==> src/rtl/manual_drive_ctrl_pkg.sv <==
// Shared drive-state encodings and defaults for the manual-mode controller,
// mileage and display blocks.
package manual_drive_ctrl_pkg;

    localparam int unsigned STATE_W = 4;

    typedef logic [STATE_W-1:0] drive_state_t;

    localparam drive_state_t ST_OFF          = 4'b0000;
    localparam drive_state_t ST_NOT_STARTING = 4'b0001;
    localparam drive_state_t ST_STARTING     = 4'b0010;
    localparam drive_state_t ST_MOVING       = 4'b0100;

    // 0.5 s at 100 MHz
    localparam int unsigned TICK_DIV_DEFAULT = 50_000_000;

    function automatic logic is_powered(drive_state_t s);
        return s != ST_OFF;
    endfunction

endpackage

==> src/rtl/tick_gen.sv <==
// Free-running divider producing a one-cycle enable every DIV clk cycles.
module tick_gen
    import manual_drive_ctrl_pkg::*;
#(
    parameter int unsigned DIV = TICK_DIV_DEFAULT
) (
    input  logic clk,
    input  logic rst,
    output logic tick
);

    localparam int unsigned CW = (DIV > 1) ? $clog2(DIV) : 1;

    logic [CW-1:0] cnt_q;

    assign tick = (cnt_q == CW'(DIV - 1));

    always_ff @(posedge clk) begin
        if (!rst) begin
            cnt_q <= '0;
        end else if (tick) begin
            cnt_q <= '0;
        end else begin
            cnt_q <= cnt_q + CW'(1);
        end
    end

endmodule

==> src/rtl/manual_drive_ctrl.sv <==
// Manual-transmission sequencing: drive state, power sequencing, reverse gear
// tracking and odometer increment/clear strobes.
module manual_drive_ctrl
    import manual_drive_ctrl_pkg::*;
#(
    parameter int unsigned TICK_DIV       = TICK_DIV_DEFAULT,
    parameter int unsigned OFF_HOLD_TICKS = 2,
    parameter int unsigned IDLE_OFF_TICKS = 20
) (
    input  logic       clk,
    input  logic       rst,
    input  logic       power_on_btn,
    input  logic       power_off_btn,
    input  logic       clutch,
    input  logic       throttle,
    input  logic       brake,
    input  logic       reverse_sw,
    output logic [3:0] state,
    output logic       power_now,
    output logic       reverse_now,
    output logic       odo_inc,
    output logic       odo_clr
);

    localparam int unsigned HOLD_W = $clog2(OFF_HOLD_TICKS + 1);
    localparam int unsigned IDLE_W = $clog2(IDLE_OFF_TICKS + 1);

    logic tick;

    drive_state_t      state_q, state_d;
    logic [HOLD_W-1:0] hold_q, hold_d;
    logic [IDLE_W-1:0] idle_q, idle_d;
    logic              pon_q;
    logic              rev_q, rev_d;
    logic              pwr_q;
    logic              inc_q;
    logic              clr_q, clr_d;
    logic              pon_rise;
    logic              hold_hit;
    logic              idle_hit;

    tick_gen #(
        .DIV (TICK_DIV)
    ) u_tick_gen (
        .clk  (clk),
        .rst  (rst),
        .tick (tick)
    );

    always_comb begin
        pon_rise = power_on_btn & ~pon_q;
        hold_hit = (hold_q == HOLD_W'(OFF_HOLD_TICKS));
        idle_hit = (idle_q == IDLE_W'(IDLE_OFF_TICKS));

        // Both counters saturate so a long hold or long idle cannot wrap back below the limit.
        hold_d = hold_q;
        if (!power_off_btn) begin
            hold_d = '0;
        end else if (tick && !hold_hit) begin
            hold_d = hold_q + HOLD_W'(1);
        end

        idle_d = idle_q;
        if (state_q != ST_NOT_STARTING || throttle || clutch) begin
            idle_d = '0;
        end else if (tick && !idle_hit) begin
            idle_d = idle_q + IDLE_W'(1);
        end

        state_d = state_q;
        clr_d   = 1'b0;
        if (hold_hit && is_powered(state_q)) begin
            state_d = ST_OFF;
        end else begin
            case (state_q)
                ST_OFF: begin
                    if (pon_rise) begin
                        state_d = ST_NOT_STARTING;
                        clr_d   = 1'b1;
                    end
                end
                ST_NOT_STARTING: begin
                    if (throttle && !clutch) begin
                        state_d = ST_OFF;
                    end else if (throttle && clutch) begin
                        state_d = ST_STARTING;
                    end else if (idle_hit) begin
                        state_d = ST_OFF;
                    end
                end
                ST_STARTING: begin
                    if (brake) begin
                        state_d = ST_NOT_STARTING;
                    end else if (throttle && !clutch) begin
                        state_d = ST_MOVING;
                    end
                end
                ST_MOVING: begin
                    // Shifting into/out of reverse without the clutch kills the engine.
                    if (!clutch && (reverse_sw != rev_q)) begin
                        state_d = ST_OFF;
                    end else if (brake) begin
                        state_d = ST_NOT_STARTING;
                    end else if (clutch) begin
                        state_d = ST_STARTING;
                    end
                end
                default: state_d = ST_OFF;
            endcase
        end

        rev_d = rev_q;
        if (clr_d) begin
            rev_d = 1'b0;
        end else if (is_powered(state_q) && clutch) begin
            rev_d = reverse_sw;
        end
    end

    always_ff @(posedge clk) begin
        if (!rst) begin
            state_q <= ST_OFF;
            hold_q  <= '0;
            idle_q  <= '0;
            pon_q   <= 1'b0;
            rev_q   <= 1'b0;
            pwr_q   <= 1'b0;
            inc_q   <= 1'b0;
            clr_q   <= 1'b0;
        end else begin
            state_q <= state_d;
            hold_q  <= hold_d;
            idle_q  <= idle_d;
            pon_q   <= power_on_btn;
            rev_q   <= rev_d;
            pwr_q   <= is_powered(state_d);
            inc_q   <= tick && (state_q == ST_MOVING);
            clr_q   <= clr_d;
        end
    end

    assign state       = state_q;
    assign power_now   = pwr_q;
    assign reverse_now = rev_q;
    assign odo_inc     = inc_q;
    assign odo_clr     = clr_q;

endmodule
==> config.mk <==
export PLATFORM = sky130hd
export DESIGN_NAME = manual_drive_ctrl
export DESIGN_NICKNAME = d
export VERILOG_FILES = /design/src/rtl/manual_drive_ctrl_pkg.sv /design/src/rtl/tick_gen.sv /design/src/rtl/manual_drive_ctrl.sv
export SDC_FILE = /design/constraint.sdc
export NUM_CORES = 1
export LEC_CHECK = 0
export BUFFER_PORTS_ARGS = -buffer_cell sky130_fd_sc_hd__buf_2
export CAP_MARGIN = 20
export CELL_PAD_IN_SITES_DETAIL_PLACEMENT = 0
export CELL_PAD_IN_SITES_GLOBAL_PLACEMENT = 2
export CORE_MARGIN = 8
export CORE_UTILIZATION = 39
export DETAILED_ROUTE_END_ITERATION = 10
export PLACE_DENSITY = 0.88
export SYNTH_ARGS = -nofsm -noshare
export SYNTH_HDL_FRONTEND = slang
export SYNTH_SLANG_ARGS = --single-unit
export TNS_END_PERCENT = 100
==> constraint.sdc <==
create_clock -name clk -period 6.08 [get_ports clk]
set_clock_uncertainty 0.1 [all_clocks]
set_input_delay 0.304 -clock clk [delete_from_list [all_inputs] [get_ports clk]]
set_output_delay 0.304 -clock clk [all_outputs]
set_load 0.02 [all_outputs]
==> impl.org, run 1 <==
** Clock network
- Buffer type at the clock tree root :: sky130_fd_sc_hd__clkbuf_8
- In this run, CTS created clock tree buffers numbering 5.
- After clock tree synthesis, the clock-pin slew on the worst setup and hold paths is 0.08 ns.
- Number of buffers inserted for hold repair after clock tree synthesis :: 0
- The clock tree synthesis step divided the H-tree into 2 levels.
- TritonCTS Sinks :: 42
- Count of instances resized after the clock tree is built :: 0
- The longest clock path from root to sink contains 2 buffers.
- The number of setup buffers added after CTS is 0.
- TritonCTS clock tree :: done
- Worst-skew pair later-pin latency :: 0.29 ns

** Synthesis
- Multiplexer share of the synthesized area :: 0.009956
- Fraction of the mapped netlist area in compound gates :: 0.05040
- The number of nets in the synthesized netlist is 236.
- For this run, the register share of the synthesized area comes to 0.4182.
- After synthesis the cells add up to 2011 µm².
- The share of synthesized area in the top cell type comes to 0.4182.
- Synthesized area per cell :: 8.976 µm²
- The synthesized design contains 42 register bits.
- The number of different library cells used by synthesis comes to 51.
- Largest family of logic cells by synthesized area :: simple AND/OR/NAND/NOR gates
- By instance count, the leading cell after synthesis is sky130_fd_sc_hd__dfxtp_1.
- Post-Syn Instances :: 224
- The commonest cells after synthesis are 42 x sky130_fd_sc_hd__dfxtp_1, 36 x sky130_fd_sc_hd__nor2_1, 17 x sky130_fd_sc_hd__xor2_1.
- Synthesis Warnings :: 0
- Top FF cell, synth :: sky130_fd_sc_hd__dfxtp_1
- Simple-Gate Fraction of Synth Area :: 0.3398
- Largest area contributor in the netlist :: sky130_fd_sc_hd__dfxtp_1
- Synth Area in XOR/XNOR :: 0.1220
- Yosys mapped a number of flops with a built-in enable equal to 0.
- After synthesis, the share of flip-flops with an asynchronous set or reset is 0.
- Dominant cells by area after synthesis :: sky130_fd_sc_hd__dfxtp_1 42%, sky130_fd_sc_hd__xor2_1 7.4%, sky130_fd_sc_hd__nor2_1 6.7%, sky130_fd_sc_hd__xnor2_1 4.8%, sky130_fd_sc_hd__nand3_1 3.5%
- Post-synthesis adder-cell area fraction :: 0.02987

** Detailed routing
- Count of TritonRoute iterations in the first routing pass :: 4
- In this run, the number of DRC markers left after iteration 0 of detailed routing was 35.
- Final routed DRC violation total :: 0
- In the final routing, the length of wire on met1 measures 1999 µm.
- Met3 routed WL :: 141 µm
- Routed length on met2 :: 1758 µm
- For this block, the routed nets add up to 3965 µm of wire.
- Using the TritonRoute via totals, the vias-per-cell ratio works out to 4.987.
- After detailed routing, no signal wire sits above met4.
- Once detail routing completed, the nets flagged for antenna violations numbered 0.
- In the final routed layout, each cell accounts on average for 12.79 µm.
- The routed layout has 1,546 vias.

** STA
- Worst slew pin tran :: 0.7387 ns
- Number of setup violations in the final report :: 0
- Max Freq :: 0.4168 GHz
- Slew HR :: 0.5063
- TNS Setup :: 0 ns
- Setup repair after global routing left no endpoint under its margin.
- Hold timing on the final database bottoms out at a slack of 0.1298 ns.
- In the finished design, the share of the clock period the worst path needs comes to 0.3946.
- Final Hold Violating Endpoints :: 0
- Pins over their slew limit :: 0
- Minimum period implied by the final worst setup slack :: 2.399 ns

** Cells and area
- The area growth from synthesis to layout is 10.39%.
- Layout Utilization :: 0.4402
- Layout cells sized above 1 :: 0.1292
- Area taken by flip-flops and latches :: 840.8 µm²
- Area occupied by multi-input gates :: 1114 µm²
- The final layout contains 252 nets.
- Layout fillers :: 511
- Number of antenna cells inserted :: 0

** Power
- The share of total power dissipated in the clock network is 0.365.
- Static Leak :: 0.0008150 µW
- The internal power of the cells totals 363.4 µW.
- Reg power frac :: 0.596
- Summed over all nets, the switching power comes to 107.6 µW.
- Of the total power, combinational logic draws 0.039.
- The worst-case IR drop observed on VDD is 0.1053 mV.
- Switching share of power :: 0.2284
- Cell Pwr Density :: 212.2 nW/µm²

** Die
- Horiz. Die Dim :: 87.80 µm
- Die span in y :: 87.80 µm
- After floorplanning, the core was divided into 26 placement rows.
- Full die area :: 7709 µm²
- The core region is 5042 µm².
- During I/O placement, the number of pins put on the boundary was 16.
- Initial cell density of the core :: 0.3988

** Placed design
- After legalization and detailed placement, the total HPWL measured 2933 µm.
- Number of buffer cells added on primary ports :: 15
- Routability cong. :: 0.7435

** Global route
- Entering global routing, the biggest net connects 24 pins.
- Wire length of the first global-routing pass :: 6962 µm
- Via count of the first global-routing pass :: 1,452
- For this run, the total global-route usage over all layers was measured as 0.1157.
- Global routing finished with a remaining overflow of 0.
- Initial antenna violation count :: 0

** Critical path
- The critical path is of the flop to flop type.
- On the critical path, the stage with the largest delay is an instance of sky130_fd_sc_hd__or4b_1.
- Cells along the critical path :: ha_1 -> and2_1 -> nand4_1 -> or4b_1 -> nand2_1 -> nor2_1
- The worst setup path is launched from a flop.
- Arrival time of the worst setup path :: 2.46 ns
- Highest cell delay on the worst timing path :: 0.59 ns
- Of all nets on the critical path, the largest fanout is 23.
- STA classifies the critical path endpoint as a flop.
- At the worst endpoint, the required time is 6.14 ns.

** Run
- Maximum capacitance violations :: 0

** Worst hold path
- Class of the tightest hold or removal check :: input pin to flop

** Run status
- Status :: finished, final reports clean
placed cells by master (no fill, tap or decap), types with 2 or more instances in the layout:
| cell type | instances |
|---|---|
| sky130_fd_sc_hd__and3_1 | 7 |
| sky130_fd_sc_hd__and2_1 | 6 |
| sky130_fd_sc_hd__o31ai_1 | 2 |
| sky130_fd_sc_hd__clkbuf_8 | 5 |
| sky130_fd_sc_hd__nor2_1 | 36 |
| sky130_fd_sc_hd__nor4_1 | 4 |
| sky130_fd_sc_hd__o22ai_1 | 2 |
| sky130_fd_sc_hd__xor2_1 | 17 |
| sky130_fd_sc_hd__nor3b_1 | 3 |
| sky130_fd_sc_hd__inv_1 | 4 |
| sky130_fd_sc_hd__dfxtp_1 | 42 |
| sky130_fd_sc_hd__ha_1 | 4 |
| sky130_fd_sc_hd__and4b_1 | 2 |
| sky130_fd_sc_hd__nand3_1 | 14 |
| sky130_fd_sc_hd__or3_1 | 2 |
| sky130_fd_sc_hd__clkinvlp_4 | 2 |
| sky130_fd_sc_hd__nand4_1 | 7 |
| sky130_fd_sc_hd__nor3_1 | 4 |
| sky130_fd_sc_hd__xnor2_1 | 11 |
| sky130_fd_sc_hd__o21ai_0 | 3 |
| sky130_fd_sc_hd__a21oi_1 | 2 |
| sky130_fd_sc_hd__mux2i_1 | 2 |
| sky130_fd_sc_hd__buf_2 | 15 |
| sky130_fd_sc_hd__nand2_1 | 16 |
| sky130_fd_sc_hd__and3b_1 | 2 |
cells by family (layout without fill, tap and decap cells):
group           Yosys count  in the layout
simple gates            120            120
other cells               1              1
compound gates           15             15
buf+inv                  11             27
flops                    42             42
xor+xnor                 28             28
mux                       2              2
fa+ha+maj                 5              5
final cells by class:
| class | count | share of cell area |
|---|---|---|
| well taps | 70 | 0.03946 |
| repair buffers | 15 | 0.03382 |
| inverters | 5 | 0.008455 |
| clock buffers | 5 | 0.03100 |
| multi-input cells | 171 | 0.5017 |
| clock inverters | 2 | 0.006764 |
| flip-flops and latches | 42 | 0.3788 |
stage by stage:
step	worst slack [ns]	cells	power [µW]	area [µm²]
finish	3.681	310	471.0	2220
detailed placement	3.636	303	305.7	2136
global placement	3.674	303	306.0	2136
floorplan	4.048	224	299.2	2011
global route	3.398	310	490.6	2220
CTS	3.623	310	477.9	2220
registers in the layout (all words and copies together), names as in the netlist:
signal            cells
hold_q                2
idle_q                5
odo_clr               1
odo_inc               1
pon_q                 1
power_now             1
reverse_now           1
state                 4
u_tick_gen.cnt_q     26
path summary, 6_finish.rpt:
path | from | endpoint | slack (ns) | cells after the start
max | u_tick_gen.cnt_q[0]$_SDFF_PP0_ | u_tick_gen.cnt_q[15]$_SDFF_PP0_ | 3.68 | 6
min | power_on_btn | pon_q$_SDFF_PN0_ | 0.13 | 2
max reg2reg | u_tick_gen.cnt_q[0]$_SDFF_PP0_ | u_tick_gen.cnt_q[15]$_SDFF_PP0_ | 3.68 | 6
min reg2reg | u_tick_gen.cnt_q[0]$_SDFF_PP0_ | u_tick_gen.cnt_q[0]$_SDFF_PP0_ | 0.36 | 1
routing by layer:
| layer | vias up | GRT usage |
|---|---|---|
| met3 | 5 | 0.03096 |
| met2 | 15 | 0.1731 |
| met1 | 719 | 0.1524 |
| met5 | - | 0 |
| li1 | 807 | - |
| met4 | 0 | 0.04688 |
worst max-delay path, delay by kind of cell, from the launching register on:
kind          cells  cell delay [ns]
flops             1             0.36
fa+ha+maj         1             0.22
simple gates      5             1.57
power by group through the flow:
stage               clock network [µW]  logic, µW  registers (µW)
floorplan                            0       11.1             288
global placement                     0       18.8             287
detailed placement                   0       18.4             287
CTS                                179       18.6             281
global route                       189       20.7             281
finish                             172       18.2             281
No activity file was read; power rests on OpenSTA's default activity.
==> run 2: changes to the inputs <==
CORE_UTILIZATION = 36   (was 39)
PLACE_DENSITY = 0.83   (was 0.88)
clock period = 2.5 ns   (was 6.08 ns; I/O delays follow)
==> impl.org, run 2 (synthesis results as in run 1) <==
** Run status
- The run finished with clean final reports.

** Global route
- The pin count of the biggest net entering global routing came to 24 (unchanged).
- The initial antenna violation count came to 0 (unchanged).
- The total overflow reported by the global router was 0 (unchanged).
- Global routing usage summed across all routing layers :: 0.1074 (-0.008276)
- Wire length of the first global-routing pass :: 7286 µm (+4.7%)
- Via count of the first global-routing pass :: 1,544 (+6.3%)

** Detailed routing
- Residual antenna-violating net count after detailed routing :: 0 (unchanged)
- Ratio of routed vias to standard cells :: 4.875 (-2.2%)
- The wire length reported by the detailed router is 4136 µm (+4.3%).
- Count of TritonRoute iterations in the first routing pass :: 4 (unchanged)
- The violation count after the first detailed-routing iteration came to 44 (+26%).
- Via count of the routed design :: 1,560 (+0.91%)
- Final routed DRC violation total :: 0 (unchanged)
- Routed length per instance :: 12.93 µm (+1.1%)

** Run
- The max-capacitance violation count came to 0 (unchanged).

** Cells and area
- Area added between synthesis and finish :: 13.75%
- Leading cell type in the layout, fill and taps excluded :: sky130_fd_sc_hd__dfxtp_1
- Area occupied by multi-input gates :: 1114 µm² (unchanged)
- The count of filler cells inserted in the layout was 549 (+7.4%).
- In the layout the commonest cells are 42 x sky130_fd_sc_hd__dfxtp_1, 36 x sky130_fd_sc_hd__nor2_1, 17 x sky130_fd_sc_hd__xor2_1.
- The total inserted antenna cells came to 0 (unchanged).
- Area taken by flip-flops and latches :: 840.8 µm² (unchanged)
- Counting flops per register, the top entry is u_tick_gen.cnt_q.
- The flip-flop count of the largest register after layout was 26 (unchanged).
- The net count reported at finish was 259 (+2.8%).
- The share of post-route cells with drive strength above 1 came to 0.1452 (+0.01599).

** Clock network
- Count of instances resized after the clock tree is built :: 0 (unchanged)
- The number of levels the H-tree was split into was 2 (unchanged).
- Maximum number of buffers from clock root to sink :: 2 (unchanged)
- Clock edge transition at the registers on the reported setup and hold paths :: 0.08 ns (about the same)
- Worst-skew pair later-pin latency :: 0.29 ns (about the same)
- The number of clock sinks was 42 (unchanged).
- The root buffer cell chosen for the clock tree is sky130_fd_sc_hd__clkbuf_8.
- TritonCTS built the clock tree.
- The number of buffers added for setup after CTS was 0 (unchanged).
- Number of buffers created by CTS :: 5 (unchanged)

** Power
- The leakage component of the power came to 0.0008620 µW (+5.8%).
- Highest ir drop seen on vdd :: 0.2335 mV (+120%)
- The cell area power density came to 518.3 nW/µm² (+140%).

** Critical path
- On the critical path, the stage with the largest delay is an instance of sky130_fd_sc_hd__or4b_1.
- The setup slack of the most critical reg-to-reg path was 0.32 ns (-3.36 ns).
- Kind of cell with the highest combined delay on the critical path :: simple AND/OR/NAND/NOR gates
- Endpoint class of the critical path :: flop
- The largest stage delay on the critical path was 0.62 ns (+0.03 ns).
- The critical path required time came to 2.58 ns (-3.56 ns).
- Critical register-to-register path endpoint :: u_tick_gen.cnt_q[18]$_SDFF_PP0_
- Maximum fanout along the worst path :: 23 (unchanged)
- Arrival time of the worst setup path :: 2.26 ns (-0.20 ns)
- STA classifies the critical path startpoint as a flop.
- The path depth of the worst reg2reg path came to 7 (+1).
- The critical path goes through ha_1 -> and2_1 -> nand4_1 -> or4b_1 -> nand2_1 -> buf_4 -> nor2_1.
- CP bufs+invs :: 1 (+1)
- Start-to-end type of the worst setup path :: flop to flop
- The worst register-to-register path begins at u_tick_gen.cnt_q[1]$_SDFF_PP0_.

** Die
- The core area was 5439 µm² (+7.9%).
- Initial cell density of the core :: 0.3697 (-0.02908)
- Full die area :: 8233 µm² (+6.8%)
- The number of placed I/O pins came to 16 (unchanged).
- Core Rows :: 27 (+3.8%)
- The height of the die was 90.74 µm (+3.3%).
- The floorplan die width was 90.74 µm (+3.3%).

** STA
- The final hold violation count came to 0 (unchanged).
- Worst slew pin tran :: 0.6528 ns (-0.08591 ns)
- The count of final max-slew check failures is 0 (unchanged).
- The hold slack came to 0.04909 ns (-0.08074 ns).
- The maximum clock frequency was 0.4592 GHz (+10%).
- Setup repair after global routing missed its margin :: false
- The clock period minus final worst setup slack was 2.178 ns (-0.2215 ns).
- The number of failing setup endpoints in the final timing report was 0 (unchanged).
- Tcrit/Tclk final :: 0.8711 (+0.4765)
- Slew HR :: 0.5608 (+0.05445)
- The final total negative setup slack is 0 ns (unchanged).

** Worst hold path
- Worst Hold End :: odo_inc$_SDFF_PN0_
- Class of the tightest hold or removal check :: input pin to flop
- Cell depth of the worst min-delay path :: 3 (+1)
- The worst hold path begins at rst.

** Placed design
- Routability cong. :: 0.7762 (+4.4%)
- Number of buffer cells added on primary ports :: 15 (unchanged)
- The half-perimeter wire length after placement is 2920 µm (-0.44%).
==> run 2: changes by cell type in the layout (fill, tap and decap cells not counted) <==
cell                            change
sky130_fd_sc_hd__clkinv_2           +1
sky130_fd_sc_hd__clkinvlp_4         -2
sky130_fd_sc_hd__clkbuf_8           +1
sky130_fd_sc_hd__buf_4              +5
sky130_fd_sc_hd__dlygate4sd3_1      +2
sky130_fd_sc_hd__clkbuf_1           +1
==> run 2: routing by layer <==
metal,vias to the layer above,GRT usage,share of wire
met3,6,0.03408,0.030
li1,824,-,-
met4,0,0.04716,0.018
met1,720,0.1306,0.49
met5,-,0,0
met2,10,0.1687,0.47
==> run 2: worst register-to-register path, cell delays in order (launching register included) <==
cell	delay [ns]
sky130_fd_sc_hd__dfxtp_1	0.36
sky130_fd_sc_hd__ha_1	0.22
sky130_fd_sc_hd__and2_1	0.22
sky130_fd_sc_hd__nand4_1	0.09
sky130_fd_sc_hd__or4b_1	0.62
sky130_fd_sc_hd__nand2_1	0.11
sky130_fd_sc_hd__buf_4	0.26
sky130_fd_sc_hd__nor2_1	0.09
==> run 2: cell type report <==
type | count | share of cell area
Multi-Input combinational cell | 171 | 0.4869
Timing Repair Buffer | 22 | 0.05799
Clock buffer | 7 | 0.03775
Clock inverter | 1 | 0.002188
Sequential cell | 42 | 0.3676
Inverter | 5 | 0.008206
Tap cell | 72 | 0.03939
==> run 2: worst max-delay path by stage <==
stage                                         startpoint                         endpoint  slack, ns  depth (start not counted)
after detailed placement  u_tick_gen.cnt_q[0]$_SDFF_PP0_  u_tick_gen.cnt_q[18]$_SDFF_PP0_       0.34                          7
final                     u_tick_gen.cnt_q[1]$_SDFF_PP0_  u_tick_gen.cnt_q[18]$_SDFF_PP0_       0.32                          7
after floorplan                      state[0]$_SDFF_PN0_           idle_q[2]$_SDFFE_PP0P_       0.47                          5
after global routing      u_tick_gen.cnt_q[0]$_SDFF_PP0_  u_tick_gen.cnt_q[18]$_SDFF_PP0_       0.16                          7
after global placement    u_tick_gen.cnt_q[0]$_SDFF_PP0_  u_tick_gen.cnt_q[10]$_SDFF_PP0_       0.41                          7
after CTS                 u_tick_gen.cnt_q[0]$_SDFF_PP0_  u_tick_gen.cnt_q[18]$_SDFF_PP0_       0.32                          7
==> run 2: metrics by stage <==
step / cell area, µm² / power, µW / std cells / setup slack, ns / utilization
finish: 2287 / 1185 / 320 / 0.3221 / 0.4205
global route: 2287 / 1240 / 320 / 0.1575 / 0.4205
CTS: 2287 / 1208 / 320 / 0.3197 / 0.4205
detailed placement: 2176 / 744.6 / 310 / 0.3367 / 0.4000
global placement: 2176 / 745.4 / 310 / 0.4077 / 0.4000
floorplan: 2011 / 727.7 / 224 / 0.4685 / -
==> run 2: power breakdown <==
group | total [µW] | switching (µW) | leakage (µW) | internal (µW)
Combinational | 48.2 | 28.3 | 0.000474 | 19.9
Clock | 454 | 231 | 0.0000482 | 223
Sequential | 684 | 7.29 | 0.000340 | 676
Total | 1190 | 266 | 0.000862 | 919
==> run 2: repair_timing <==
action,in CTS,in global routing
hold buffers,2,0
endpoints found under the hold margin,3,0
endpoints found under the setup margin,0,0
==> run 3: changes to the inputs <==
CORE_MARGIN = not set   (was 8)
==> impl.org, run 3 (synthesis results as in run 1) <==
** STA
- The final worst-path setup slack was 0.3573 ns (+0.03519 ns).
- The clock period minus final worst setup slack came to 2.143 ns (-0.03519 ns).
- Final Hold Violating Endpoints :: 0 (unchanged)
- Tcrit/Tclk final :: 0.8571 (-0.01408)
- The maximum clock frequency came to 0.4667 GHz (+1.6%).
- The headroom to the max-slew limit came to 0.5668 (+0.006011).
- The transition at the pin with the smallest max-transition slack is 0.6439 ns (-0.008934 ns).
- The count of final max-slew check failures came to 0 (unchanged).
- TNS Setup :: 0 ns (unchanged)
- Number of setup violations in the final report :: 0 (unchanged)
- Setup repair after global routing left no endpoint under its margin.

** Critical path
- CP bufs+invs :: 1 (unchanged)
- Start-to-end type of the worst setup path :: flop to flop
- Maximum fanout along the worst path :: 23 (unchanged)
- STA classifies the critical path startpoint as a flop.
- Endpoint class of the critical path :: flop
- Req. time, crit path :: 2.58 ns (about the same)
- The largest individual stage delay along the critical path comes from the cell sky130_fd_sc_hd__or4b_1.
- Broken down by cell family, the worst path's largest delay share belongs to simple AND/OR/NAND/NOR gates.
- The signal on the critical path passes through ha_1 -> and2_1 -> nand4_1 -> or4b_1 -> nand2_1 -> buf_4 -> nor2_1.
- The largest stage delay on the critical path came to 0.61 ns (about the same).
- The worst endpoint data arrival time is 2.22 ns (-0.04 ns).

** Placed design
- Routability cong. :: 0.7551 (-2.7%)
- Number of buffer cells added on primary ports :: 15 (unchanged)
- HPWL after detailed placement :: 2822 µm (-3.3%)
- Worst slack after detailed placement :: 0.3449 ns (+0.008151 ns)

** Detailed routing
- The wire length reported by the detailed router was 3899 µm (-5.7%).
- The via total after detailed routing came to 1,570 (+0.64%).
- Routed length per instance :: 12.42 µm (-3.9%)
- Ratio of routed vias to standard cells :: 5.000 (+2.6%)
- The number of detailed-routing iterations run before antenna repair came to 4 (unchanged).
- Drt initial violations :: 65 (+48%)
- The remaining design rule violation count came to 0 (unchanged).
- Residual antenna-violating net count after detailed routing :: 0 (unchanged)

** Run
- Maximum capacitance violations :: 0 (unchanged)

** Clock network
- Number of buffers created by CTS :: 5 (unchanged)
- Maximum number of buffers from clock root to sink :: 2 (unchanged)
- The tree is rooted in a sky130_fd_sc_hd__clkbuf_8.
- Worst-skew pair later-pin latency :: 0.29 ns (about the same)
- The number of clock sinks was 42 (unchanged).
- The CTS clock-pin slew for the worst setup and hold paths was 0.08 ns (about the same).
- Count of instances resized after the clock tree is built :: 0 (unchanged)
- The total of hold buffers inserted after clock tree synthesis is 2 (unchanged).
- The number of buffers added for setup after CTS was 0 (unchanged).
- TritonCTS built the clock tree.
- The number of levels the H-tree was split into came to 2 (unchanged).

** Die
- The core area came to 5238 µm² (-3.7%).
- The area of the die is 5888 µm² (-28%).
- The height of the die is 76.74 µm (-15%).
- Core Rows :: 26 (-3.7%)
- Horiz. Die Dim :: 76.74 µm (-15%)
- The number of placed I/O pins is 16 (unchanged).
- The effective utilization at floorplan is 0.3839 (+0.01422).

** Cells and area
- Number of antenna cells inserted :: 0 (unchanged)
- The net count reported at finish came to 256 (-1.2%).
- Leading cell type in the layout, fill and taps excluded :: sky130_fd_sc_hd__dfxtp_1
- Counting flops per register, the top entry is u_tick_gen.cnt_q.
- The count of filler cells inserted in the layout came to 554 (+0.91%).
- Highest-count cells in the layout ignoring fill and taps :: 42 x sky130_fd_sc_hd__dfxtp_1, 36 x sky130_fd_sc_hd__nor2_1, 17 x sky130_fd_sc_hd__xor2_1
- Area added between synthesis and finish :: 11.76%
- The flip-flop count of the largest register after layout came to 26 (unchanged).
- Layout Utilization :: 0.4290 (+0.008529)
- Layout cells sized above 1 :: 0.1270 (-0.01811)

** Global route
- Wire length of the first global-routing pass :: 6741 µm (-7.5%)
- The initial antenna violation count is 0 (unchanged).
- Via count of the first global-routing pass :: 1,423 (-7.8%)
- The global-route usage over all layers was 0.1449 (+0.03754).
- The pin count of the biggest net entering global routing is 24 (unchanged).
- The total overflow reported by the global router was 0 (unchanged).

** Run status
- The run finished with clean final reports.

** Power
- Highest ir drop seen on vdd :: 0.1959 mV (-16%)
- Static Leak :: 0.0008357 µW (-3.1%)
- Cell Pwr Density :: 509.6 nW/µm² (-1.7%)

** Worst hold path
- Class of the tightest hold or removal check :: input pin to flop
-- run 3: layer usage --
metal,vias up,track usage,part of all wire,wire [µm]
li1,823,-,-,-
met2,12,0.1964,0.40,1546
met4,0,0.06154,0.015,59
met5,-,0,0,0
met3,4,0.03810,0.032,124
met1,731,0.2122,0.56,2169
-- run 3: area by class of cell --
cell class                 count  area, µm²  share of cell area
timing repair buffer          19      110.1             0.04900
inverter                       5      18.77            0.008352
clock buffer                   7      76.32             0.03396
tap                           70      87.58             0.03898
multi-input combinational    171       1114              0.4955
sequential                    42      840.8              0.3742
-- run 3: worst register-to-register path: stages (launching register included) --
cell	delay [ns]
sky130_fd_sc_hd__dfxtp_1	0.35
sky130_fd_sc_hd__ha_1	0.22
sky130_fd_sc_hd__and2_1	0.21
sky130_fd_sc_hd__nand4_1	0.09
sky130_fd_sc_hd__or4b_1	0.61
sky130_fd_sc_hd__nand2_1	0.10
sky130_fd_sc_hd__buf_4	0.26
sky130_fd_sc_hd__nor2_1	0.09
-- run 3: worst paths after layout --
path	from	endpoint	slack [ns]	depth (start not counted)
worst min register to register	u_tick_gen.cnt_q[0]$_SDFF_PP0_	u_tick_gen.cnt_q[0]$_SDFF_PP0_	0.35	1
worst max register to register	u_tick_gen.cnt_q[0]$_SDFF_PP0_	u_tick_gen.cnt_q[9]$_SDFF_PP0_	0.36	7
worst min-delay path	rst	odo_inc$_SDFF_PN0_	0.05	3
worst max-delay path	u_tick_gen.cnt_q[0]$_SDFF_PP0_	u_tick_gen.cnt_q[9]$_SDFF_PP0_	0.36	7
-- run 3: report_power, final --
| part | internal [µW] | switching (µW) |
|---|---|---|
| clock | 193 | 222 |
| sequential | 676 | 6.73 |
| combinational | 19.8 | 27.8 |
-- run 3: per-stage QoR --
step	hold slack (ns)	area, µm²	cells	power (µW)
6_report	0.04854	2247	314	1145
5_1_grt	0.06018	2247	314	1194
4_1_cts	0.03864	2247	314	1162
3_5_place_dp	0.2544	2151	305	744.0
3_3_place_gp	0.2507	2151	305	745.1
2_1_floorplan	0.1467	2011	224	727.7
